==> config.mk <==
export PLATFORM = sky130hd
export DESIGN_NAME = any1_iqueue
export DESIGN_NICKNAME = d
export VERILOG_FILES = /design/src/rtl/any1_pkg.sv /design/src/rtl/any1_iqueue_mem.sv /design/src/rtl/any1_iqueue.sv
export SDC_FILE = /design/constraint.sdc
export NUM_CORES = 1
export LEC_CHECK = 0
export BUFFER_PORTS_ARGS = -buffer_cell sky130_fd_sc_hd__buf_2
export CELL_PAD_IN_SITES_DETAIL_PLACEMENT = 1
export CELL_PAD_IN_SITES_GLOBAL_PLACEMENT = 2
export CORE_MARGIN = 1
export CORE_UTILIZATION = 40
export DETAILED_ROUTE_END_ITERATION = 8
export GPL_ROUTABILITY_DRIVEN = 0
export PLACE_DENSITY_LB_ADDON = 0.1
export REMOVE_ABC_BUFFERS = 1
export SKIP_CTS_REPAIR_TIMING = 1
export SLEW_MARGIN = 0
export SYNTH_ARGS = -nofsm -noshare
export SYNTH_HDL_FRONTEND = slang
export SYNTH_SLANG_ARGS = --single-unit
==> constraint.sdc <==
create_clock -name clk_i -period 4.25 [get_ports clk_i]
set_clock_uncertainty 0.1 [all_clocks]
set_input_delay 0.2125 -clock clk_i [delete_from_list [all_inputs] [get_ports clk_i]]
set_output_delay 0.2125 -clock clk_i [all_outputs]
set_load 0.01 [all_outputs]
==> src/rtl/any1_pkg.sv <==
// rtl/any1_pkg.sv - shared aligned-instruction record and queue constants
package any1_pkg;

   // Default instruction queue depth (power of two, at least 2)
   localparam int IQ_DEPTH = 4;

   // Opcode byte the aligner drops into ir when an instruction address faults
   localparam logic [7:0] FLT_IADR = 8'hF3;

   // Aligned instruction as produced by the aligner
   typedef struct packed {
      logic        v;
      logic        predict_taken;
      logic [63:0] ir;
      logic [31:0] ip;
      logic [31:0] pip;
   } sInstAlignOut;

endpackage

==> src/rtl/any1_iqueue_mem.sv <==
// rtl/any1_iqueue_mem.sv - queue storage, one sync write port, one async read port
module any1_iqueue_mem
   import any1_pkg::*;
#(
   parameter int DEPTH = IQ_DEPTH,
   parameter int AW    = $clog2(DEPTH)
) (
   input  logic          clk,
   input  logic          we,
   input  logic [AW-1:0] wa,
   input  sInstAlignOut  wd,
   input  logic [AW-1:0] ra,
   output sInstAlignOut  rd
);

   sInstAlignOut mem [DEPTH];

   // Write port: contents carry no reset, the control logic never reads stale slots
   always_ff @(posedge clk) begin
      if (we)
         mem[wa] <= wd;
   end

   assign rd = mem[ra];

endmodule

==> src/rtl/any1_iqueue.sv <==
// rtl/any1_iqueue.sv - instruction queue between aligner and decode
module any1_iqueue
   import any1_pkg::*;
#(
   parameter int DEPTH = IQ_DEPTH,
   localparam int AW   = $clog2(DEPTH)
) (
   input  logic          rst_i,
   input  logic          clk_i,
   input  logic          flush_i,
   input  sInstAlignOut  i,
   output logic          rdy_o,
   input  logic          pop_i,
   output sInstAlignOut  o,
   output logic [AW:0]   count_o,
   output logic          full_o,
   output logic          empty_o
);

   localparam logic [AW:0] DEPTH_C = (AW+1)'(DEPTH);

   logic [AW-1:0] wr_ptr;
   logic [AW-1:0] rd_ptr;
   logic [AW:0]   count;
   logic          push;
   logic          pop;
   sInstAlignOut  head;

   assign full_o  = (count == DEPTH_C);
   assign empty_o = (count == '0);
   assign count_o = count;

   // A pop frees the slot this cycle, so a full queue still takes a push alongside it
   assign rdy_o = !full_o | pop_i;
   assign push  = i.v & rdy_o & !flush_i;
   assign pop   = pop_i & !empty_o & !flush_i;

   any1_iqueue_mem #(
      .DEPTH (DEPTH),
      .AW    (AW)
   ) u_mem (
      .clk (clk_i),
      .we  (push),
      .wa  (wr_ptr),
      .wd  (i),
      .ra  (rd_ptr),
      .rd  (head)
   );

   // Head is zeroed while empty so decode never sees stale fields
   always_comb begin
      o = '0;
      if (!empty_o)
         o = head;
   end

   // Pointer and occupancy tracking; flush drops everything including this cycle's traffic
   always_ff @(posedge clk_i or posedge rst_i) begin
      if (rst_i) begin
         wr_ptr <= '0;
         rd_ptr <= '0;
         count  <= '0;
      end else if (flush_i) begin
         wr_ptr <= '0;
         rd_ptr <= '0;
         count  <= '0;
      end else begin
         if (push)
            wr_ptr <= wr_ptr + 1'b1;
         if (pop)
            rd_ptr <= rd_ptr + 1'b1;
         if (push && !pop)
            count <= count + 1'b1;
         else if (pop && !push)
            count <= count - 1'b1;
      end
   end

   // Overflow guard: a push into a full queue must always be paired with a pop
   always @(posedge clk_i) begin
      if (!rst_i)
         assert (!(push && full_o && !pop));
   end

endmodule

==> flow_metrics.tcl, run 1 <==
set metrics [dict create \
    dp_hpwl_mm 26.2 \
    cellPowerDensity_mw_per_mm2 591 \
    synth-edff-count 520 \
    io_buffers 269 \
    cap_violations 0 \
    cp_top_family "flip-flops" \
    worstSkewPairLatency_ns 0.59 \
    grt_max_degree 83 \
    worst_pin_slew_ns 0.759 \
    maxSlewViolCount 0 \
    async_flop_share_pct 1.33 \
    rows 82 \
    drc 0 \
    grtUsageMet3_pct 4.10 \
    pin_count 270 \
    cts_num_sinks 527 \
    worstPathArrival_ns 2.81 \
    grt_pass1_vias 10450 \
    synth_most_common_cell "edfxtp_1" \
    synth.top_cell.area_share_pct 77.1 \
    top_usage_layer "met2" \
    cp_max_fo 31 \
    ys_seq_area_share_pct 78.0 \
    ir_drop_mv 0.345 \
    fmax_ghz 0.320 \
    tritoncts "built" \
    syn_avg_cell_area_sq_um 22.6 \
    rsz0062_at_grt "no" \
    r2r-end "count_o[1]" \
    cp_slowest_stage_delay_ns 0.86 \
    overflow 0 \
    final_hold_viol_count 0 \
    die_h_um 227 \
    layout.nets 1470 \
    end_kind "output pin" \
    htreeDepth 2 \
    via_per_inst 4.93 \
    area_growth_pct 26.4 \
    reg2reg_depth 7 \
    path_cells "buf_4 -> mux4_2 -> nor2b_1 -> buf_2" \
    synth_warnings 0 \
    grt_pass1_wl_mm 64.6 \
    numCtsBuffers 56 \
    finalSetupViolations 0 \
    crit_end "o[47]" \
    critPathRequiredTime_ns 3.94 \
    synth.largest_area_cell "edfxtp_1" \
    num_vias 10073 \
    critPathLaunch "rd_ptr[0]" \
    ant_nets 0 \
    path_class "reg -> out" \
    utilization_pct 51.1 \
    clock-root-buffer "clkbuf_16" \
    p_leak_nw 8.70 \
    regToRegSetupSlack_ns 1.49 \
    cts_buffer_depth 3 \
    synth.ff_latch_count 527 \
    worstSetupStartpointType "register" \
    clkSlewWorstSetupHoldPaths_ns 0.06 \
    use_met2_pct 28.7 \
    synthCells 894 \
    syn-cell-area_sq_mm 0.0202 \
    antenna_found_initial 1 \
    drt_wl_total_mm 44.6 \
    die_x_um 227 \
    drive_gt1_share_pct 36.8 \
    cp_num_cells 4 \
    track_usage_pct 17.2 \
    synthFlopType "edfxtp_1" \
    period_minus_slack_ns 3.12 \
    routedWlPerCell_um 21.8 \
    path_buf_inv 2 \
    ys_top_cells_by_area "edfxtp_1, mux4_2, nor2b_1" \
    status "finished, final reports clean" \
    worst_path_max_delay_cell "dfrtp_4" \
    core_sq_mm 0.0501 \
    synth_common_cells "edfxtp_1, nor2b_1, mux4_2" \
    hp-class "in -> async" \
    slew_headroom_pct 49.4 \
    rr_startpoint "count_o[0]" \
    use_met1_pct 22.8 \
    ys_types 36 \
    die_area_sq_mm 0.0515 \
    initial_utilization_pct 40.4 \
    dr.first_iter.drc_count 597 \
    fin_crit_sh_pct 73.5 \
    fin_worst_hold_slack_ns 0.0458 \
    dr.pass1.iters 5 \
]
cell usage in the layout (no fill, tap or decap), types with 2 or more instances in the layout:
cell	count
edfxtp_1	520
buf_2	269
dlygate4sd3_1	134
nor2b_1	133
mux4_2	130
clkbuf_16	58
clkinv_1	15
buf_12	15
clkbuf_1	14
buf_4	11
inv_1	6
nor2_1	6
clkinv_2	5
dfrtp_1	5
and2_4	4
nand2b_1	4
ha_1	4
xor2_1	3
bufinv_16	3
and2_1	2
o21ai_0	2
mux2i_1	2
a31oi_1	2
dfrtp_4	2
state kept, by name (all words and copies together) (netlist names):
register and cells:
wr_ptr 2, rd_ptr 2, count_o 3, u_mem.mem 520
stage by stage:
stage	worst slack [ns]	area (sq um)	setup TNS, ns	cells	power [mW]
floorplan	-2.23	19900	-440.58	844	8.91
global placement	1.47	22500	0	1811	10.7
detailed placement	1.44	22500	0	1811	10.7
CTS	1.01	24200	0	1909	15.3
global route	0.945	25600	0	2044	15.9
finish	1.13	25600	0	2044	15.1
worst register-to-register path, stage by stage, from the launching register on:
cell and delay (ns):
dfrtp_1 0.62, nor2_1 0.10, and2_1 0.19, nor4bb_1 0.34, fa_1 0.51, nor2b_1 0.15, a31o_2 0.22, a2111oi_0 0.41
power by group:
group | switching (mW) | total [mW] | internal [mW]
logic | 2.33 | 4.40 | 2.06
clock network | 1.89 | 4.54 | 2.65
registers | 0.200 | 6.18 | 5.98
total | 4.42 | 15.1 | 10.7
cell type report:
| class | count | area [sq um] |
|---|---|---|
| repair buffers | 429 | 3070 |
| well taps | 672 | 841 |
| fillers | 4625 | 24500 |
| diodes | 1 | 2.50 |
| clock inverters | 26 | 204 |
| clock buffers | 72 | 1500 |
| flip-flops and latches | 527 | 15800 |
| inverters | 6 | 22.5 |
| multi-input cells | 311 | 4150 |
how the worst min path moves through the flow:
stage	startpoint	depth (start not counted)	slack [ns]	endpoint
floorplan	rst_i	1	-0.08	count_o[0]
global placement	rst_i	2	0.1	count_o[2]
detailed placement	rst_i	2	0.09	count_o[2]
CTS	rst_i	2	-0.56	count_o[2]
global route	rst_i	3	0.06	count_o[2]
finish	rst_i	3	0.05	count_o[2]
layer usage:
layer / up-vias / part of all wire [%]
li1: 4528 / -
met1: 5261 / 44
met2: 221 / 50
met3: 63 / 4.4
met4: 0 / 1.7
met5: - / 0
logic make-up (layout without fill, tap and decap cells):
logic type,count (synthesis),in the layout,share of synthesized area [%]
simple gates,157,157,4.86
fa+ha+maj,5,5,0.346
other cells,0,1,0
xor+xnor,3,3,0.130
flops,527,527,78.0
buf+inv,56,533,1.58
mux,133,133,14.6
compound gates,13,13,0.470
(Power assumes the default switching activity.)
==> run 2, diff against run 1 <==
--- a/config.mk
+++ b/config.mk
@@ -5,11 +5,12 @@
 export SDC_FILE = /design/constraint.sdc
 export NUM_CORES = 1
 export LEC_CHECK = 0
+export ABC_AREA = 1
 export BUFFER_PORTS_ARGS = -buffer_cell sky130_fd_sc_hd__buf_2
 export CELL_PAD_IN_SITES_DETAIL_PLACEMENT = 1
 export CELL_PAD_IN_SITES_GLOBAL_PLACEMENT = 2
 export CORE_MARGIN = 1
-export CORE_UTILIZATION = 40
+export CORE_UTILIZATION = 36
 export DETAILED_ROUTE_END_ITERATION = 8
 export GPL_ROUTABILITY_DRIVEN = 0
 export PLACE_DENSITY_LB_ADDON = 0.1
==> constraint.sdc (replaced) <==
create_clock -name clk_i -period 2.79 [get_ports clk_i]
set_clock_uncertainty 0.1 [all_clocks]
set_input_delay 0.1395 -clock clk_i [delete_from_list [all_inputs] [get_ports clk_i]]
set_output_delay 0.1395 -clock clk_i [all_outputs]
set_load 0.01 [all_outputs]
==> flow_metrics.tcl, run 2 <==
set metrics [dict create \
    status "finished, final reports clean" \
    finalNonFillerCells 2797 \
    grt_pass1_wl_mm 79.7 \
    ir_drop_mv 0.492 \
    antenna_found_initial 1 \
    drt_wl_total_mm 56.0 \
    worstSetupStartpointType "register" \
    critPathLaunch "rd_ptr[0]" \
    tritoncts "built" \
    synth.ff_latch_count 527 \
    grt_pass1_vias 13349 \
    fmax_ghz 0.376 \
    synth-edff-count 520 \
    power.total_mw 21.8 \
    synth.largest_area_cell "edfxtp_1" \
    placed_cells 2558 \
    io_buffers 269 \
    layout_common_cells "nor2_1, edfxtp_1, buf_2, dlygate4sd3_1" \
    final_hold_viol_count 0 \
    track_usage_pct 18.3 \
    die_x_um 241 \
    multiInputGateArea_sq_mm 0.00420 \
    clock-root-buffer "clkbuf_16" \
    layout.nets 2135 \
    rows 87 \
    p_leak_nw 9.30 \
    synth_warnings 0 \
    die_area_sq_mm 0.0581 \
    slew_headroom_pct 67.3 \
    clkSlewWorstSetupHoldPaths_ns 0.06 \
    dp_hpwl_mm 30.3 \
    async_flop_share_pct 1.33 \
    pin_count 270 \
    worst_pin_slew_ns 0.491 \
    synthFlopType "edfxtp_1" \
    cts_buffer_depth 3 \
    htreeDepth 2 \
    hp-start "i[21]" \
    initial_utilization_pct 36.5 \
    dr.pass1.iters 4 \
    worstPathArrival_ns 2.42 \
    syn-cell-area_sq_mm 0.0206 \
    period_minus_slack_ns 2.66 \
    cellPowerDensity_mw_per_mm2 840 \
    syn_avg_cell_area_sq_um 12.9 \
    end_kind "output pin" \
    rsz0062_at_grt "no" \
    die_h_um 241 \
    core_sq_mm 0.0564 \
    ant_nets 0 \
    via_per_inst 4.80 \
    register_area_sq_mm 0.0158 \
    cp_max_fo 76 \
    cap_violations 0 \
    drive_gt1_share_pct 19.0 \
    synth_common_cells "nor2_1, edfxtp_1, a21oi_1, o21ai_0, o21ai_1" \
    dr.first_iter.drc_count 463 \
    numCtsBuffers 55 \
    worstSkewPairLatency_ns 0.59 \
    synthCells 1600 \
    grt_max_degree 139 \
    fin_worst_hold_slack_ns 0.204 \
    routedWlPerCell_um 20.0 \
    rr_startpoint "count_o[1]" \
    synth_most_common_cell "nor2_1" \
    path_class "reg -> out" \
    regToRegSetupSlack_ns 0.50 \
    critPathRequiredTime_ns 2.55 \
    area_growth_pct 26.4 \
    synth.top_cell.area_share_pct 75.9 \
    ys_seq_area_share_pct 76.8 \
    drc 0 \
    num_vias 13426 \
    maxSlewViolCount 0 \
    hp-class "in -> reg" \
    ys_types 25 \
    finalSetupViolations 0 \
    cts_num_sinks 527 \
    top_register "u_mem.mem" \
    largest_reg_flops 520 \
    overflow 0 \
    ys_top_cells_by_area "edfxtp_1, nor2_1, a21oi_1" \
    fin_crit_sh_pct 95.3 \
    fill_cells 5932 \
]
## run 2: cell count changes in the layout (fill, tap and decap cells not counted), sizes merged, moves of 6 or more
cell / previous run / this run
nor2b: 133 / 0
and2: 6 / 0
a21oi: 1 / 132
buf: 295 / 302
inv: 6 / 17
nor2: 6 / 528
o21ai: 2 / 264
nand2: 1 / 19
mux4: 130 / 0
clkbuf: 72 / 80
## run 2: worst paths after layout
check	to	cells after the start
worst min-delay path	u_mem.mem[1][21]	2
max in group asynchronous	rd_ptr[1]	4
worst max-delay path	o[27]	5
min in group asynchronous	count_o[0]	4
worst min register to register	count_o[2]	2
worst max register to register	u_mem.mem[3][70]	8
## run 2: area by class of cell
cell class                      count  share of cell area, %
Tap cell                          756                   3.64
Sequential cell                   527                   60.7
Timing Repair Buffer              439                   12.7
Multi-Input combinational cell    955                   16.2
Inverter                           18                  0.327
Antenna cell                        2                 0.0192
Clock buffer                       78                   5.87
Clock inverter                     22                  0.558
## run 2: per-stage QoR
step	cell area [sq um]	setup WS (ns)	util [%]	TNS (ns)
after floorplan	20000	-4.62	-	-2850.40
after global placement	22900	0.530	40.6	0
after detailed placement	22900	0.476	40.6	0
after CTS	24600	0.00372	43.6	0
after global routing	26000	0.00157	46.1	0
final	26000	0.132	46.1	0
## run 2: logic make-up (layout without fill, tap and decap cells)
| kind of cell | Yosys count | after routing | share of synthesized area, % |
|---|---|---|---|
| DFF | 527 | 527 | 76.8 |
| other | 0 | 2 | 0 |
| buffers and inverters | 118 | 557 | 2.93 |
| xor gates and xnor gates | 1 | 1 | 0.0426 |
| adders and majority gates | 5 | 5 | 0.341 |
| and+or+nand+nor | 553 | 553 | 10.3 |
| AOI/OAI and AO/OA | 396 | 396 | 9.64 |
## run 2: power breakdown
group | total (mW) | switching, mW | leakage, nW | internal [mW]
Sequential | 9.20 | 0.127 | 4.81 | 9.07
Clock | 6.87 | 2.92 | 0.818 | 3.96
Combinational | 5.77 | 3.83 | 3.68 | 1.94
Total | 21.8 | 6.88 | 9.30 | 15.0
## run 2: layer usage
| layer | track usage (%) | up-vias | wire, um |
|---|---|---|---|
| met4 | 4.53 | 0 | 1040 |
| met1 | 23.3 | 6684 | 24600 |
| li1 | - | 6472 | - |
| met5 | 0 | - | 0 |
| met2 | 32.1 | 195 | 28400 |
| met3 | 3.50 | 75 | 1870 |
## run 2: critical path, cell delays in order (launching register included)
cell and delay, ns:
dfrtp_4 0.60, clkinv_8 0.22, buf_16 0.31, o21ai_0 0.16, a21oi_1 0.32, buf_2 0.20
==> run 3, diff against run 2 <==
--- a/config.mk
+++ b/config.mk
@@ -13,6 +13,7 @@
 export CORE_UTILIZATION = 36
 export DETAILED_ROUTE_END_ITERATION = 8
 export GPL_ROUTABILITY_DRIVEN = 0
+export MAX_ROUTING_LAYER = met4
 export PLACE_DENSITY_LB_ADDON = 0.1
 export REMOVE_ABC_BUFFERS = 1
 export SKIP_CTS_REPAIR_TIMING = 1
==> flow_metrics.tcl, run 3 (same netlist as run 2, synthesis figures left out) <==
set metrics [dict create \
    grt_max_degree 139 \
    slew_headroom_pct 67.6 \
    drive_gt1_share_pct 19.0 \
    drt_wl_total_mm 55.9 \
    placed_cells 2558 \
    ant_nets 0 \
    pin_count 270 \
    grt_pass1_vias 13317 \
    cp_max_fo 76 \
    die_area_sq_mm 0.0581 \
    worstSkewPairLatency_ns 0.59 \
    numCtsBuffers 55 \
    track_usage_pct 18.9 \
    fin_crit_sh_pct 95.5 \
    largest_reg_flops 520 \
    ir_drop_mv 0.489 \
    r2r-end "u_mem.mem[3][70]" \
    fin_worst_hold_slack_ns 0.197 \
    end_kind "output pin" \
    hp-start "i[21]" \
    period_minus_slack_ns 2.66 \
    reg2reg_depth 8 \
    worstPathArrival_ns 2.42 \
    maxSlewViolCount 0 \
    cellPowerDensity_mw_per_mm2 840 \
    dr.first_iter.drc_count 501 \
    critPathRequiredTime_ns 2.55 \
    layout_common_cells "nor2_1, edfxtp_1, buf_2, dlygate4sd3_1" \
    utilization_pct 46.1 \
    top_register "u_mem.mem" \
    worstHoldPathCells 2 \
    layout.nets 2135 \
    p_leak_nw 9.30 \
    tritoncts "built" \
    path_class "reg -> out" \
    core_sq_mm 0.0564 \
    rr_startpoint "count_o[1]" \
    fmax_ghz 0.375 \
    fill_cells 5937 \
    via_per_inst 4.81 \
    cellInternalPower_mw 15.0 \
    clock-root-buffer "clkbuf_16" \
    multiInputGateArea_sq_mm 0.00420 \
    io_buffers 269 \
    cts_buffer_depth 3 \
    clkSlewWorstSetupHoldPaths_ns 0.06 \
    regToRegSetupSlack_ns 0.49 \
    routedWlPerCell_um 20.0 \
    worst_pin_slew_ns 0.487 \
    num_vias 13453 \
    finalNonFillerCells 2798 \
    die_x_um 241 \
    status "finished, final reports clean" \
    rsz0062_at_grt "no" \
    finalSetupViolations 0 \
    p_switching_mw 6.88 \
    comb_power_share_pct 26.4 \
    area_growth_pct 26.5 \
    drc 0 \
    seqPwrFrac_pct 42.1 \
    min_to "u_mem.mem[1][21]" \
    overflow 0 \
    hp-class "in -> reg" \
    rows 87 \
    die_h_um 241 \
    worstSetupStartpointType "register" \
    cts_num_sinks 527 \
    swShare_pct 31.5 \
    antenna_found_initial 2 \
    register_area_sq_mm 0.0158 \
    dp_hpwl_mm 30.3 \
    clkPwrFrac_pct 31.5 \
    dr.pass1.iters 4 \
    initial_utilization_pct 36.5 \
    htreeDepth 2 \
    final_hold_viol_count 0 \
    cap_violations 0 \
    grt_pass1_wl_mm 79.7 \
]
[run 3: cell types whose count changed in the layout (fill, tap and decap cells not counted)]
cell	previous run	this run
diode_2	2	3
[run 3: worst max path at each step]
| stage | start | to | slack [ns] | cells after the start |
|---|---|---|---|---|
| floorplan | rd_ptr[0] | o[101] | -4.62 | 3 |
| global route | rd_ptr[0] | o[116] | 0.003 | 5 |
| finish | rd_ptr[0] | o[109] | 0.13 | 5 |
| CTS | rd_ptr[0] | o[25] | 0.004 | 6 |
| global placement | count_o[1] | u_mem.mem[3][88] | 0.53 | 8 |
| detailed placement | count_o[1] | u_mem.mem[3][88] | 0.48 | 8 |
[run 3: final cells by class]
class	instances	area share [%]
Antenna cell	3	0.0289
Clock buffer	78	5.86
Clock inverter	22	0.558
Inverter	18	0.327
Multi-Input combinational cell	955	16.2
Sequential cell	527	60.7
Tap cell	756	3.64
Timing Repair Buffer	439	12.7
[run 3: stage by stage]
step | setup slack (ns) | power (mW) | area, sq um | TNS, ns
final | 0.126 | 21.8 | 26000 | 0
after global routing | 0.00337 | 22.9 | 26000 | 0
after CTS | 0.00372 | 21.9 | 24600 | 0
after detailed placement | 0.476 | 15.0 | 22900 | 0
after floorplan | -4.62 | 12.4 | 20000 | -2850.40
after global placement | 0.530 | 14.9 | 22900 | 0
[run 3: power groups by stage]
stage | clock network, mW | registers (mW) | logic, mW
2_1_floorplan | 0 | 9.63 | 2.77
3_3_place_gp | 0 | 9.32 | 5.61
3_5_place_dp | 0 | 9.34 | 5.67
4_1_cts | 7.05 | 9.18 | 5.70
5_1_grt | 7.32 | 9.22 | 6.40
6_report | 6.87 | 9.20 | 5.77
[run 3: worst max-delay path, cell delays in order, from the launching register on]
cell,delay [ns]
dfrtp_4,0.60
clkinv_8,0.22
buf_16,0.31
o21ai_0,0.14
a21oi_1,0.31
buf_2,0.21
[run 3: routing by layer]
metal	share of wire (%)	global-route usage [%]	routed length, um
met1	44	23.5	24500
met2	51	32.0	28500
met3	3.3	3.44	1840
met4	1.9	4.53	1070
met5	0	-	0
